## config.mk

```make
export PLATFORM = sky130hd
export DESIGN_NAME = ham_15_11_dec_pipe
export DESIGN_NICKNAME = d
export VERILOG_FILES = /design/src/rtl/ham_pkg.sv /design/src/rtl/ham_15_11_corr.sv /design/src/rtl/ham_15_11_dec_pipe.sv
export SDC_FILE = /design/constraint.sdc
export NUM_CORES = 1
export LEC_CHECK = 0
export CORE_ASPECT_RATIO = 1.1
export CORE_UTILIZATION = 40
export DETAILED_ROUTE_END_ITERATION = 8
export GPL_TIMING_DRIVEN = 0
export PLACE_DENSITY = 0.71
export SYNTH_ARGS = -nofsm -noshare
export SYNTH_HDL_FRONTEND = slang
export SYNTH_SLANG_ARGS = --single-unit
```

## constraint.sdc

```tcl
create_clock -name clk_i -period 3.2 [get_ports clk_i]
set_input_delay 0.48 -clock clk_i [delete_from_list [all_inputs] [get_ports clk_i]]
set_output_delay 0.48 -clock clk_i [all_outputs]
set_load 0.01 [all_outputs]
```

## src/rtl/ham_pkg.sv

```systemverilog
// Shared Hamming (15,11) definitions for the encoder and decoder sides.
//   HAM15_W / HAM11_W : codeword and data widths
//   S*_MASK           : codeword bits covered by each syndrome/parity bit
//   ham15_syndrome()  : 4-bit syndrome {S8,S4,S2,S1} of a 15-bit codeword
// Bit k of a codeword is Hamming position k+1.
package ham_pkg;

  localparam int HAM15_W = 15;
  localparam int HAM11_W = 11;

  // Each mask selects the positions whose index has the matching bit set.
  localparam logic [HAM15_W-1:0] S1_MASK = 15'h5555; // bits 0,2,4,...,14
  localparam logic [HAM15_W-1:0] S2_MASK = 15'h6666; // bits 1,2,5,6,9,10,13,14
  localparam logic [HAM15_W-1:0] S4_MASK = 15'h7878; // bits 3..6, 11..14
  localparam logic [HAM15_W-1:0] S8_MASK = 15'h7F80; // bits 7..14

  function automatic logic [3:0] ham15_syndrome(input logic [HAM15_W-1:0] cw);
    return {^(cw & S8_MASK), ^(cw & S4_MASK), ^(cw & S2_MASK), ^(cw & S1_MASK)};
  endfunction

endpackage

```

## src/rtl/ham_15_11_corr.sv

```systemverilog
// Combinational single-bit correction and data extraction for Hamming (15,11).
//   cw_i         : received codeword {D11..D5,P8,D4,D3,D2,P4,D1,P2,P1}
//   syndrome_i   : syndrome of cw_i; non-zero value = faulty position (1..15)
//   correct_en_i : 1 flips the addressed bit, 0 passes the codeword through
//   data_o       : extracted data {D11..D1}
module ham_15_11_corr
  import ham_pkg::*;
(
  input  logic [HAM15_W-1:0] cw_i,
  input  logic [3:0]         syndrome_i,
  input  logic               correct_en_i,
  output logic [HAM11_W-1:0] data_o
);

  logic [HAM15_W-1:0] flip_mask;
  logic [HAM15_W-1:0] fixed_cw;

  // NOTE: every variable written in an always_comb gets a default first, so
  // no path leaves it unassigned and no latch is inferred.
  always_comb begin
    flip_mask = '0;
    if (correct_en_i && (syndrome_i != 4'd0)) begin
      flip_mask = HAM15_W'(1) << (syndrome_i - 4'd1);
    end
    fixed_cw = cw_i ^ flip_mask;
  end

  // Data bits sit at the non-power-of-two positions.
  assign data_o = {fixed_cw[14:8], fixed_cw[6:4], fixed_cw[2]};

endmodule

```

## src/rtl/ham_15_11_dec_pipe.sv

```systemverilog
// Two-stage pipelined Hamming (15,11) SEC decoder with valid/ready flow control
// and a saturating error counter.
//   clk_i, rst_i        : clock, synchronous active-high reset
//   data_i/valid_i      : incoming codeword; ready_o signals acceptance
//   data_o/valid_o      : decoded 11-bit data; ready_i from the consumer
//   err_o, syndrome_o   : non-zero syndrome flag and the syndrome itself
//   clr_cnt_i           : synchronous clear of err_cnt_o (wins over increment)
//   err_cnt_o           : number of delivered words with err_o=1, saturating
// Stage 1 holds the codeword and syndrome, stage 2 the corrected result.
// Double-bit errors are miscorrected but still flagged (no DED).
module ham_15_11_dec_pipe
  import ham_pkg::*;
#(
  parameter bit CORRECT_EN = 1'b1,
  parameter int ERR_CNT_W  = 16
) (
  input  logic                 clk_i,
  input  logic                 rst_i,
  input  logic [HAM15_W-1:0]   data_i,
  input  logic                 valid_i,
  output logic                 ready_o,
  output logic [HAM11_W-1:0]   data_o,
  output logic                 valid_o,
  input  logic                 ready_i,
  output logic                 err_o,
  output logic [3:0]           syndrome_o,
  input  logic                 clr_cnt_i,
  output logic [ERR_CNT_W-1:0] err_cnt_o
);

  // Stage 1
  logic               s1_valid_q, s1_valid_d;
  logic [HAM15_W-1:0] s1_cw_q,    s1_cw_d;
  logic [3:0]         s1_syn_q,   s1_syn_d;
  // Stage 2 (output)
  logic               s2_valid_q, s2_valid_d;
  logic [HAM11_W-1:0] s2_data_q,  s2_data_d;
  logic               s2_err_q,   s2_err_d;
  logic [3:0]         s2_syn_q,   s2_syn_d;
  // Error counter
  logic [ERR_CNT_W-1:0] cnt_q, cnt_d;

  logic               adv1, adv2;
  logic               out_xfer;
  logic [HAM11_W-1:0] corr_data;

  // A stage may load when its downstream frees up or when it is empty.
  assign adv2     = ready_i | ~s2_valid_q;
  assign adv1     = adv2 | ~s1_valid_q;
  assign ready_o  = adv1;
  assign out_xfer = s2_valid_q & ready_i;

  ham_15_11_corr u_corr (
    .cw_i         (s1_cw_q),
    .syndrome_i   (s1_syn_q),
    .correct_en_i (CORRECT_EN),
    .data_o       (corr_data)
  );

  always_comb begin
    s1_valid_d = s1_valid_q;
    s1_cw_d    = s1_cw_q;
    s1_syn_d   = s1_syn_q;
    if (adv1) begin
      s1_valid_d = valid_i;
      s1_cw_d    = data_i;
      s1_syn_d   = ham15_syndrome(data_i);
    end
  end

  always_comb begin
    s2_valid_d = s2_valid_q;
    s2_data_d  = s2_data_q;
    s2_err_d   = s2_err_q;
    s2_syn_d   = s2_syn_q;
    if (adv2) begin
      s2_valid_d = s1_valid_q;
      s2_data_d  = corr_data;
      s2_err_d   = |s1_syn_q;
      s2_syn_d   = s1_syn_q;
    end
  end

  always_comb begin
    cnt_d = cnt_q;
    if (clr_cnt_i) begin
      cnt_d = '0;
    end else if (out_xfer && s2_err_q && (cnt_q != {ERR_CNT_W{1'b1}})) begin
      cnt_d = cnt_q + ERR_CNT_W'(1);
    end
  end

  // NOTE: sequential state uses non-blocking assignments so every flop samples
  // the pre-edge value of the others. The datapath registers are reset as well
  // because data_o, err_o and syndrome_o are required to read zero after reset.
  always_ff @(posedge clk_i) begin
    if (rst_i) begin
      s1_valid_q <= 1'b0;
      s1_cw_q    <= '0;
      s1_syn_q   <= '0;
      s2_valid_q <= 1'b0;
      s2_data_q  <= '0;
      s2_err_q   <= 1'b0;
      s2_syn_q   <= '0;
      cnt_q      <= '0;
    end else begin
      s1_valid_q <= s1_valid_d;
      s1_cw_q    <= s1_cw_d;
      s1_syn_q   <= s1_syn_d;
      s2_valid_q <= s2_valid_d;
      s2_data_q  <= s2_data_d;
      s2_err_q   <= s2_err_d;
      s2_syn_q   <= s2_syn_d;
      cnt_q      <= cnt_d;
    end
  end

  assign valid_o    = s2_valid_q;
  assign data_o     = s2_data_q;
  assign err_o      = s2_err_q;
  assign syndrome_o = s2_syn_q;
  assign err_cnt_o  = cnt_q;

endmodule
```

==> run_results.csv, run 1 <==
group,metric,value,unit
timing,worstMarginPinSlew,0.491,ns
clocking,cts_tree,"built",
critical_path,crit_start,"ready_i",
timing,fin_crit_sh,0.928,
synthesis,yosysMostFrequentCell,"dfxtp_1",
min_path,min-delay-start,"syndrome_o[0]",
timing,slew_viol_final,0,
min_path,hold_class,"flop to flop",
synthesis,synth_top_area_share,0.425,
routing,wire_per_inst,12.6,microns
timing,max-slew-margin-rel,0.673,
timing,hold_viol,0,
critical_path,cp-start-kind,"input port",
synthesis,synthArstFlopShare,0,
clocking,cts_buffer_depth,2,
routing,first_pass_iters,4,
power_and_ir_drop,ir_drop,0.166,mV
floorplan,initial_utilization,0.423,
routing,wl,5120,microns
critical_path,timing.rr.start,"err_cnt_o[0]",
grt,grt_pass1_vias,1872,
floorplan,core,0.00547,sq mm
power_and_ir_drop,p_leak,0.00104,uW
layout,nNetsFinal,351,
layout,n_antenna_cell,0,
routing,via_count,2069,
critical_path,crit_fanout,10,
timing,setup_tns,0,ns
layout,fin_cells,405,
timing,finClkSkew,0.00780,ns
routing,routed_via_density,5.11,
synthesis,seq_area_frac_synth,0.425,
layout,drive_gt1_frac,0.0606,
grt,grt_max_degree,14,
grt,grt_pass1_wl,8450,microns
synthesis,synthTopCellsByArea,"dfxtp_1, xnor2_1, nand2_1",
floorplan,rows,28,
timing,setup_viol,0,
floorplan,fp.dieW,74.5,microns
clocking,cts_buffers,5,
clocking,post-cts-setup-buffers,0,
floorplan,fp.dieArea,0.00608,sq mm
synthesis,ys_ff_latch,49,
synthesis,synth_ff_type,"dfxtp_1",
clocking,cts-root-buf,"clkbuf_8",
power_and_ir_drop,p_seq_frac,0.535,
critical_path,worstPathRequired,2.72,ns
grt,grt_usage,0.182,
power_and_ir_drop,combPwrFrac,0.185,
status,outcome,"complete, no violations",
power_and_ir_drop,power.density,431,mW/mm^2
clocking,ctsResizeCount,0,
routing,drt_iter0_markers,52,
timing,max_freq,337,MHz
floorplan,die_h,81.7,microns
placement,dp_hpwl,3870,microns
floorplan,ios,54,
placement,gp_congestion,0.808,
critical_path,cp.arrival,2.49,ns
timing,hold_ws,0.457,ns
clocking,clkSinkCount,49,
synthesis,synth_cells,271,
power_and_ir_drop,power.share.clock,0.280,
clocking,clk_latency,0.30,ns
flow_run,drv_cap,0,
clocking,htreeDepth,2,
power_and_ir_drop,p_int,952,uW
synthesis,synth_area_per_cell,8.52,sq um
timing,min_period,2.97,ns
grt,grt_overflow,0,
power_and_ir_drop,swShare,0.266,
layout,n_fill_cell,544,
placement,io_buffers,52,
routing,drc,0,
layout,final_core_util,0.551,
synthesis,synth_cell_type_count,41,
layout,syn_to_final_growth,30.3,%
grt,antenna_found_initial,0,
critical_path,path_class,"input port to output port",
clocking,cts.clk_slew.worst_paths,0.08,ns
power_and_ir_drop,p_sw,346,uW
synthesis,synthTopCellsByCount,"dfxtp_1, nand2_1, nor2_1",
timing,grt_setup_unrepaired,"false",
placement,place_inst,398,
synthesis,yosys_warnings,0,
synthesis,syn_nets,292,
synthesis,synth_top_area_cell,"dfxtp_1",
synthesis,syn_area,0.00231,sq mm
routing,ant_nets,0,
clocking,holdBufCountCts,0,
synthesis,synth_enable_flop_cells,0,
critical_path,endpoint_kind,"output port",
==> registers in the layout, indices dropped and copies added, names as in the netlist <==
register	cells
data_o	11
err_cnt_o	16
err_o	1
s1_cw_q	11
s1_syn_q	4
s1_valid_q	1
syndrome_o	4
valid_o	1
==> final cells by class <==
class	count	area [sq um]	area share
Multi-Input combinational cell	209	1270	0.423
Clock buffer	7	86.3	0.0287
Inverter	1	3.75	0.00125
Buffer	12	52.6	0.0175
Timing Repair Buffer	52	520	0.173
Tap cell	75	93.8	0.0312
Sequential cell	49	981	0.326
==> path summary, 6_finish.rpt <==
path                                 endpoint  slack [ns]  depth (start not counted)
worst min-delay path            syndrome_o[0]        0.46                          2
worst min register to register  syndrome_o[0]        0.46                          2
worst max register to register  err_cnt_o[14]        1.46                          6
worst max-delay path                  ready_o        0.23                          7
==> critical path, stage by stage <==
cell and delay (ns):
clkdlybuf4s50_1 0.52, and2b_1 0.27, and2_1 0.17, buf_2 0.14, inv_2 0.15, buf_4 0.21, clkdlybuf4s50_1 0.55
==> kinds of logic after synthesis <==
group	synth area share
and+or+nand+nor	0.264
xor gates and xnor gates	0.137
buffers and inverters	0.0244
adders and majority gates	0.00542
DFF	0.425
AOI/OAI and AO/OA	0.145
==> cell usage in the layout, fill, tap and decap left out, types with 2 or more instances in the layout <==
cell type,synthesis,final
o2111ai_1,2,2
o21ai_0,9,9
nor3_1,6,6
nand2_1,38,38
nand3_1,5,5
a211oi_2,2,2
or3_1,10,10
clkbuf_1,7,8
nand2b_1,5,5
a21oi_1,18,18
and3_1,2,2
a211oi_1,5,5
a311oi_1,10,10
clkdlybuf4s50_1,0,52
nor2_1,35,35
dfxtp_1,49,49
clkbuf_8,0,6
nand4_1,4,4
nand3_2,2,2
o21ai_1,2,2
xor2_1,12,12
xnor2_1,24,24
nor4_1,2,2
buf_2,3,3
==> metal layers <==
| layer | share of wire | up-vias | track usage |
|---|---|---|---|
| li1 | - | 1057 | - |
| met1 | 0.44 | 947 | 0.212 |
| met2 | 0.51 | 57 | 0.318 |
| met3 | 0.039 | 8 | 0.0368 |
| met4 | 0.019 | 0 | 0.0792 |
| met5 | 0 | - | 0 |
==> power by group through the flow <==
stage	clock, uW	combinational (uW)	sequential (uW)
finish	363	240	695
global route	396	268	702
CTS	371	243	695
detailed placement	0	242	709
global placement	0	239	707
floorplan	0	136	707
==> per-stage QoR <==
step | setup WS [ns] | cell area, sq um | power (uW)
finish | 0.230 | 3010 | 1300
CTS | 0.237 | 3010 | 1310
global placement | 0.253 | 2920 | 946
global route | 0.141 | 3010 | 1370
floorplan | 1.45 | 2310 | 843
detailed placement | 0.255 | 2920 | 952
Power figures use the tool's default switching activity.
==> inputs of run 2 (changes only) <==
ABC_AREA = 1   (was unset)
CORE_MARGIN = 1   (was unset)
GPL_TIMING_DRIVEN = unset   (was 0)
PLACE_DENSITY = 0.7   (was 0.71)
==> run_results.csv, run 2 <==
group,metric,value,unit
status,outcome,"complete, no violations",
floorplan,fp.dieW,80.0,microns
critical_path,path_class,"input port to output port",
synthesis,synth_cells,394,
layout,largest_register_ffs,16,
clocking,cts.clk_slew.worst_paths,0.09,ns
layout,nNetsFinal,465,
synthesis,synth_top_area_share,0.367,
timing,slew_viol_final,0,
clocking,holdBufCountCts,0,
layout,n_antenna_cell,0,
synthesis,synth_top_area_cell,"dfxtp_1",
timing,hold_viol,0,
synthesis,ys_ff_latch,49,
critical_path,timing.reg2reg.setup_slack,1.23,ns
routing,first_pass_iters,4,
timing,worstMarginPinSlew,0.686,ns
grt,grt_usage,0.181,
min_path,min-delay-start,"s1_cw_q[2]",
timing,grt_setup_unrepaired,"false",
timing,worst_slack,0.560,ns
grt,grt_overflow,0,
critical_path,worstPathRequired,2.72,ns
floorplan,core,0.00631,sq mm
placement,dp_hpwl,4500,microns
placement,place_inst,517,
synthesis,synthArstFlopShare,0,
clocking,cts-root-buf,"clkbuf_8",
synthesis,syn_nets,415,
layout,syn_to_final_growth,25.4,%
critical_path,endpoint_kind,"output port",
synthesis,synth_cell_type_count,31,
synthesis,yosys_warnings,0,
power_and_ir_drop,p_leak,0.00147,uW
routing,routed_via_density,4.84,
routing,wire_per_inst,11.2,microns
layout,layout_commonest_cell,"nand2_1",
synthesis,seq_area_frac_synth,0.367,
timing,setup_viol,0,
floorplan,fp.dieArea,0.00702,sq mm
synthesis,synthTopCellsByArea,"dfxtp_1, nand2_1, inv_1",
timing,fin_crit_sh,0.825,
placement,io_buffers,53,
clocking,cts_buffers,5,
placement,place_ws,0.565,ns
timing,max-slew-margin-rel,0.541,
routing,drc,0,
power_and_ir_drop,power.density,384,mW/mm^2
critical_path,reg2reg_to,"data_o[6]",
floorplan,ios,54,
layout,final_cell_mix,"nand2_1, inv_1, clkdlybuf4s50_1",
routing,drt_iter0_markers,98,
min_path,hold_class,"flop to flop",
routing,via_count,2543,
clocking,post-cts-setup-buffers,0,
placement,dpl_cell_area,0.00326,sq mm
routing,wl,5890,microns
layout,postLayoutCellArea,0.00335,sq mm
clocking,htreeDepth,2,
timing,min_period,2.64,ns
critical_path,timing.rr.start,"valid_o",
min_path,hold_depth,2,
synthesis,synth_ff_type,"dfxtp_1",
layout,fin_cells,525,
clocking,clk_latency,0.31,ns
critical_path,cp-start-kind,"input port",
power_and_ir_drop,p_total,1290,uW
grt,grt_max_degree,28,
clocking,cts_buffer_depth,2,
clocking,ctsResizeCount,0,
min_path,hold_end,"s1_cw_q[2]",
placement,gp_congestion,0.853,
synthesis,synth_enable_flop_cells,0,
power_and_ir_drop,ir_drop,0.257,mV
floorplan,initial_utilization,0.424,
clocking,clkSinkCount,49,
grt,grt_pass1_vias,2376,
flow_run,drv_cap,0,
critical_path,cp.arrival,2.16,ns
synthesis,synth_area_per_cell,6.79,sq um
floorplan,rows,30,
critical_path,crit_fanout,11,
synthesis,syn_area,0.00268,sq mm
synthesis,synthTopCellsByCount,"nand2_1, inv_1, dfxtp_1",
clocking,cts_tree,"built",
timing,max_freq,379,MHz
critical_path,reg2regPathDepth,6,
grt,grt_pass1_wl,10000,microns
timing,setup_tns,0,ns
grt,antenna_found_initial,0,
layout,drive_gt1_frac,0.0404,
floorplan,die_h,87.8,microns
synthesis,yosysMostFrequentCell,"nand2_1",
timing,finClkSkew,0.00853,ns
routing,ant_nets,0,
==> run 2: cell count changes in the layout (fill, tap and decap cells not counted), moves of 8 or more <==
cell and change:
a311oi_1 -10, a21oi_1 +11, nand2_1 +76, inv_1 +56
nor2_1 -13, o21ai_0 +18, o21bai_1 +8, clkbuf_1 -8
or3_1 -10, nand3_1 +14
==> run 2: how the worst max path moves through the flow <==
stage | startpoint | end | slack [ns] | depth (start not counted)
floorplan | ready_i | ready_o | 1.57 | 4
global placement | ready_i | ready_o | 0.58 | 4
detailed placement | ready_i | ready_o | 0.57 | 4
CTS | ready_i | ready_o | 0.55 | 4
global route | ready_i | ready_o | 0.41 | 4
finish | ready_i | ready_o | 0.56 | 4
==> run 2: report_power, final <==
part           switching (uW)  internal (uW)  leakage, uW
clock                     226            160    0.0000452
combinational             122            110      0.00102
sequential               26.0            644     0.000402
total                     374            914      0.00147
==> run 2: cells by family (layout without fill, tap and decap cells) <==
kind of cell             count (synthesis)  after routing  synth area share
flip-flops                              49             49             0.367
buffers and inverters                   68            119             0.100
AND/OR/NAND/NOR                        172            172             0.269
adder cells (fa/ha/maj)                  1              1           0.00468
XOR/XNOR                                31             31             0.101
AO/OA/AOI/OAI                           73             73             0.158
==> run 2: metrics by stage <==
stage / utilization / hold WS [ns]
detailed placement: 0.517 / 0.469
CTS: 0.532 / 0.483
global route: 0.532 / 0.507
finish: 0.532 / 0.479
global placement: 0.517 / 0.456
floorplan: - / 0.441
==> run 2: critical path, cell delays in order <==
cell and delay [ns]:
clkdlybuf4s50_1 0.42, nor2_1 0.55, nand2_1 0.18, clkdlybuf4s50_1 0.52
==> run 2: cell type report <==
class,count,area (sq um)
clock buffer,5,68.8
inverter,57,214
fill,626,2950
sequential,49,981
multi-input combinational,277,1430
tap,80,100
timing repair buffer,54,538
clock inverter,3,25.0
==> run 2: routing by layer <==
metal | global-route usage | up-vias | wire (microns)
li1 | - | 1339 | -
met1 | 0.209 | 1150 | 2580
met2 | 0.330 | 45 | 3050
met3 | 0.0302 | 9 | 191
met4 | 0.0731 | 0 | 75
met5 | 0 | - | 0
==> inputs of run 3 (changes only) <==
clock period = 2.5 ns   (was 3.2 ns; I/O delays follow)
==> run_results.csv, run 3 (synthesized netlist as in run 2, its figures left out) <==
group,metric,value,unit
critical_path,cp_slowest_cell,"clkdlybuf4s50_1",
critical_path,timing.reg2reg.setup_slack,0.72,ns
critical_path,cp_num_buf_inv,2,
timing,worstMarginPinSlew,0.660,ns
status,outcome,"complete, no violations",
routing,via_count,2564,
timing,setup_viol,0,
timing,slew_viol_final,0,
min_path,hold_end,"s1_cw_q[11]",
critical_path,reg2reg_to,"err_cnt_o[8]",
floorplan,rows,30,
timing,setup_tns,0,ns
clocking,cts-root-buf,"clkbuf_8",
critical_path,endpoint_kind,"output port",
critical_path,crit_chain,"clkdlybuf4s50_1, nor2_1, nand2_1, clkdlybuf4s50_1",
placement,gp_congestion,0.832,
placement,dp_hpwl,4740,microns
critical_path,cp-start-kind,"input port",
routing,wl,6230,microns
grt,grt_overflow,0,
grt,antenna_found_initial,0,
layout,syn_to_final_growth,27.7,%
clocking,post-cts-setup-buffers,0,
critical_path,reg2regPathDepth,7,
timing,finClkSkew,0.00844,ns
timing,fin_crit_sh,0.785,
floorplan,ios,54,
clocking,cts_tree,"built",
clocking,cts_buffers,5,
clocking,holdBufCountCts,0,
min_path,hold_class,"flop to flop",
clocking,ctsResizeCount,0,
layout,n_fill_cell,636,
layout,layout_commonest_cell,"nand2_1",
layout,nNetsFinal,468,
timing,hold_viol,0,
min_path,hold_depth,2,
timing,max_freq,510,MHz
power_and_ir_drop,ir_drop,0.420,mV
timing,hold_ws,0.478,ns
min_path,min-delay-start,"s1_cw_q[11]",
layout,n_antenna_cell,0,
routing,ant_nets,0,
flow_run,drv_cap,0,
routing,routed_via_density,4.86,
routing,drc,0,
critical_path,worstPathRequired,2.12,ns
floorplan,initial_utilization,0.424,
grt,grt_usage,0.190,
routing,wire_per_inst,11.8,microns
grt,grt_max_degree,28,
floorplan,fp.dieArea,0.00702,sq mm
critical_path,critPathTopFamily,"buffers and inverters",
power_and_ir_drop,p_leak,0.00151,uW
timing,min_period,1.96,ns
floorplan,core,0.00631,sq mm
grt,grt_pass1_wl,10500,microns
clocking,cts.clk_slew.worst_paths,0.09,ns
placement,io_buffers,53,
critical_path,cp.arrival,1.59,ns
critical_path,crit_fanout,2,
clocking,clk_latency,0.30,ns
timing,worst_slack,0.539,ns
placement,dpl_cell_area,0.00328,sq mm
clocking,clkSinkCount,49,
placement,place_ws,0.478,ns
critical_path,path_class,"input port to output port",
layout,final_cell_mix,"nand2_1, inv_1, clkdlybuf4s50_1",
layout,postLayoutCellArea,0.00342,sq mm
routing,drt_iter0_markers,113,
critical_path,timing.rr.start,"err_cnt_o[0]",
floorplan,die_h,87.8,microns
timing,max-slew-margin-rel,0.560,
power_and_ir_drop,power.density,536,mW/mm^2
timing,grt_setup_unrepaired,"false",
critical_path,cpPeakStageDelay,0.50,ns
critical_path,cpMostUsedCell,"clkdlybuf4s50_1",
routing,first_pass_iters,4,
layout,drive_gt1_frac,0.0469,
clocking,cts_buffer_depth,2,
clocking,htreeDepth,2,
floorplan,fp.dieW,80.0,microns
grt,grt_pass1_vias,2401,
layout,largest_register_ffs,16,
run 3: cell count changes in the layout (fill, tap and decap cells not counted):
cell,change
bufinv_16,+2
clkinv_2,+1
buf_4,+3
clkinvlp_4,-1
inv_6,-2
run 3: final cells by class:
class | count | area [sq um] | share of cell area
clock buffers | 5 | 68.8 | 0.0201
clock inverters | 3 | 65.1 | 0.0190
inverters | 57 | 214 | 0.0626
multi-input cells | 277 | 1430 | 0.418
flip-flops and latches | 49 | 981 | 0.287
well taps | 80 | 100 | 0.0293
repair buffers | 57 | 561 | 0.164
run 3: how the worst max path moves through the flow:
stage	from	end	slack (ns)	depth (start not counted)
floorplan	err_cnt_o[0]	err_cnt_o[0]	0.93	9
global placement	ready_i	data_o[7]	0.50	7
detailed placement	ready_i	data_o[7]	0.48	7
CTS	ready_i	ready_o	0.53	4
global route	ready_i	ready_o	0.49	4
finish	ready_i	ready_o	0.54	4
run 3: through the flow:
stage	power, uW	std cells	util
6_report	1830	528	0.542
5_1_grt	1920	528	0.542
4_1_cts	1850	528	0.542
3_5_place_dp	1180	520	0.520
3_3_place_gp	1170	520	0.520
2_1_floorplan	1050	394	-
run 3: worst register-to-register path, cell delays in order, from the launching register on:
cell     delay, ns
dfxtp_1       0.41
ha_1          0.22
nand2_2       0.09
nor2_4        0.11
nand4_2       0.18
o21ai_4       0.43
nand2_1       0.14
a21oi_2       0.15
run 3: power breakdown:
group | switching (uW) | internal, uW
Combinational | 155 | 143
Sequential | 37.1 | 825
Clock | 273 | 398
Total | 465 | 1370
run 3: metal layers:
| metal | vias up | track usage | routed length, microns |
|---|---|---|---|
| li1 | 1347 | - | - |
| met1 | 1156 | 0.229 | 2780 |
| met2 | 53 | 0.347 | 3130 |
| met3 | 8 | 0.0313 | 230 |
| met4 | 0 | 0.0503 | 80 |
| met5 | - | 0 | 0 |
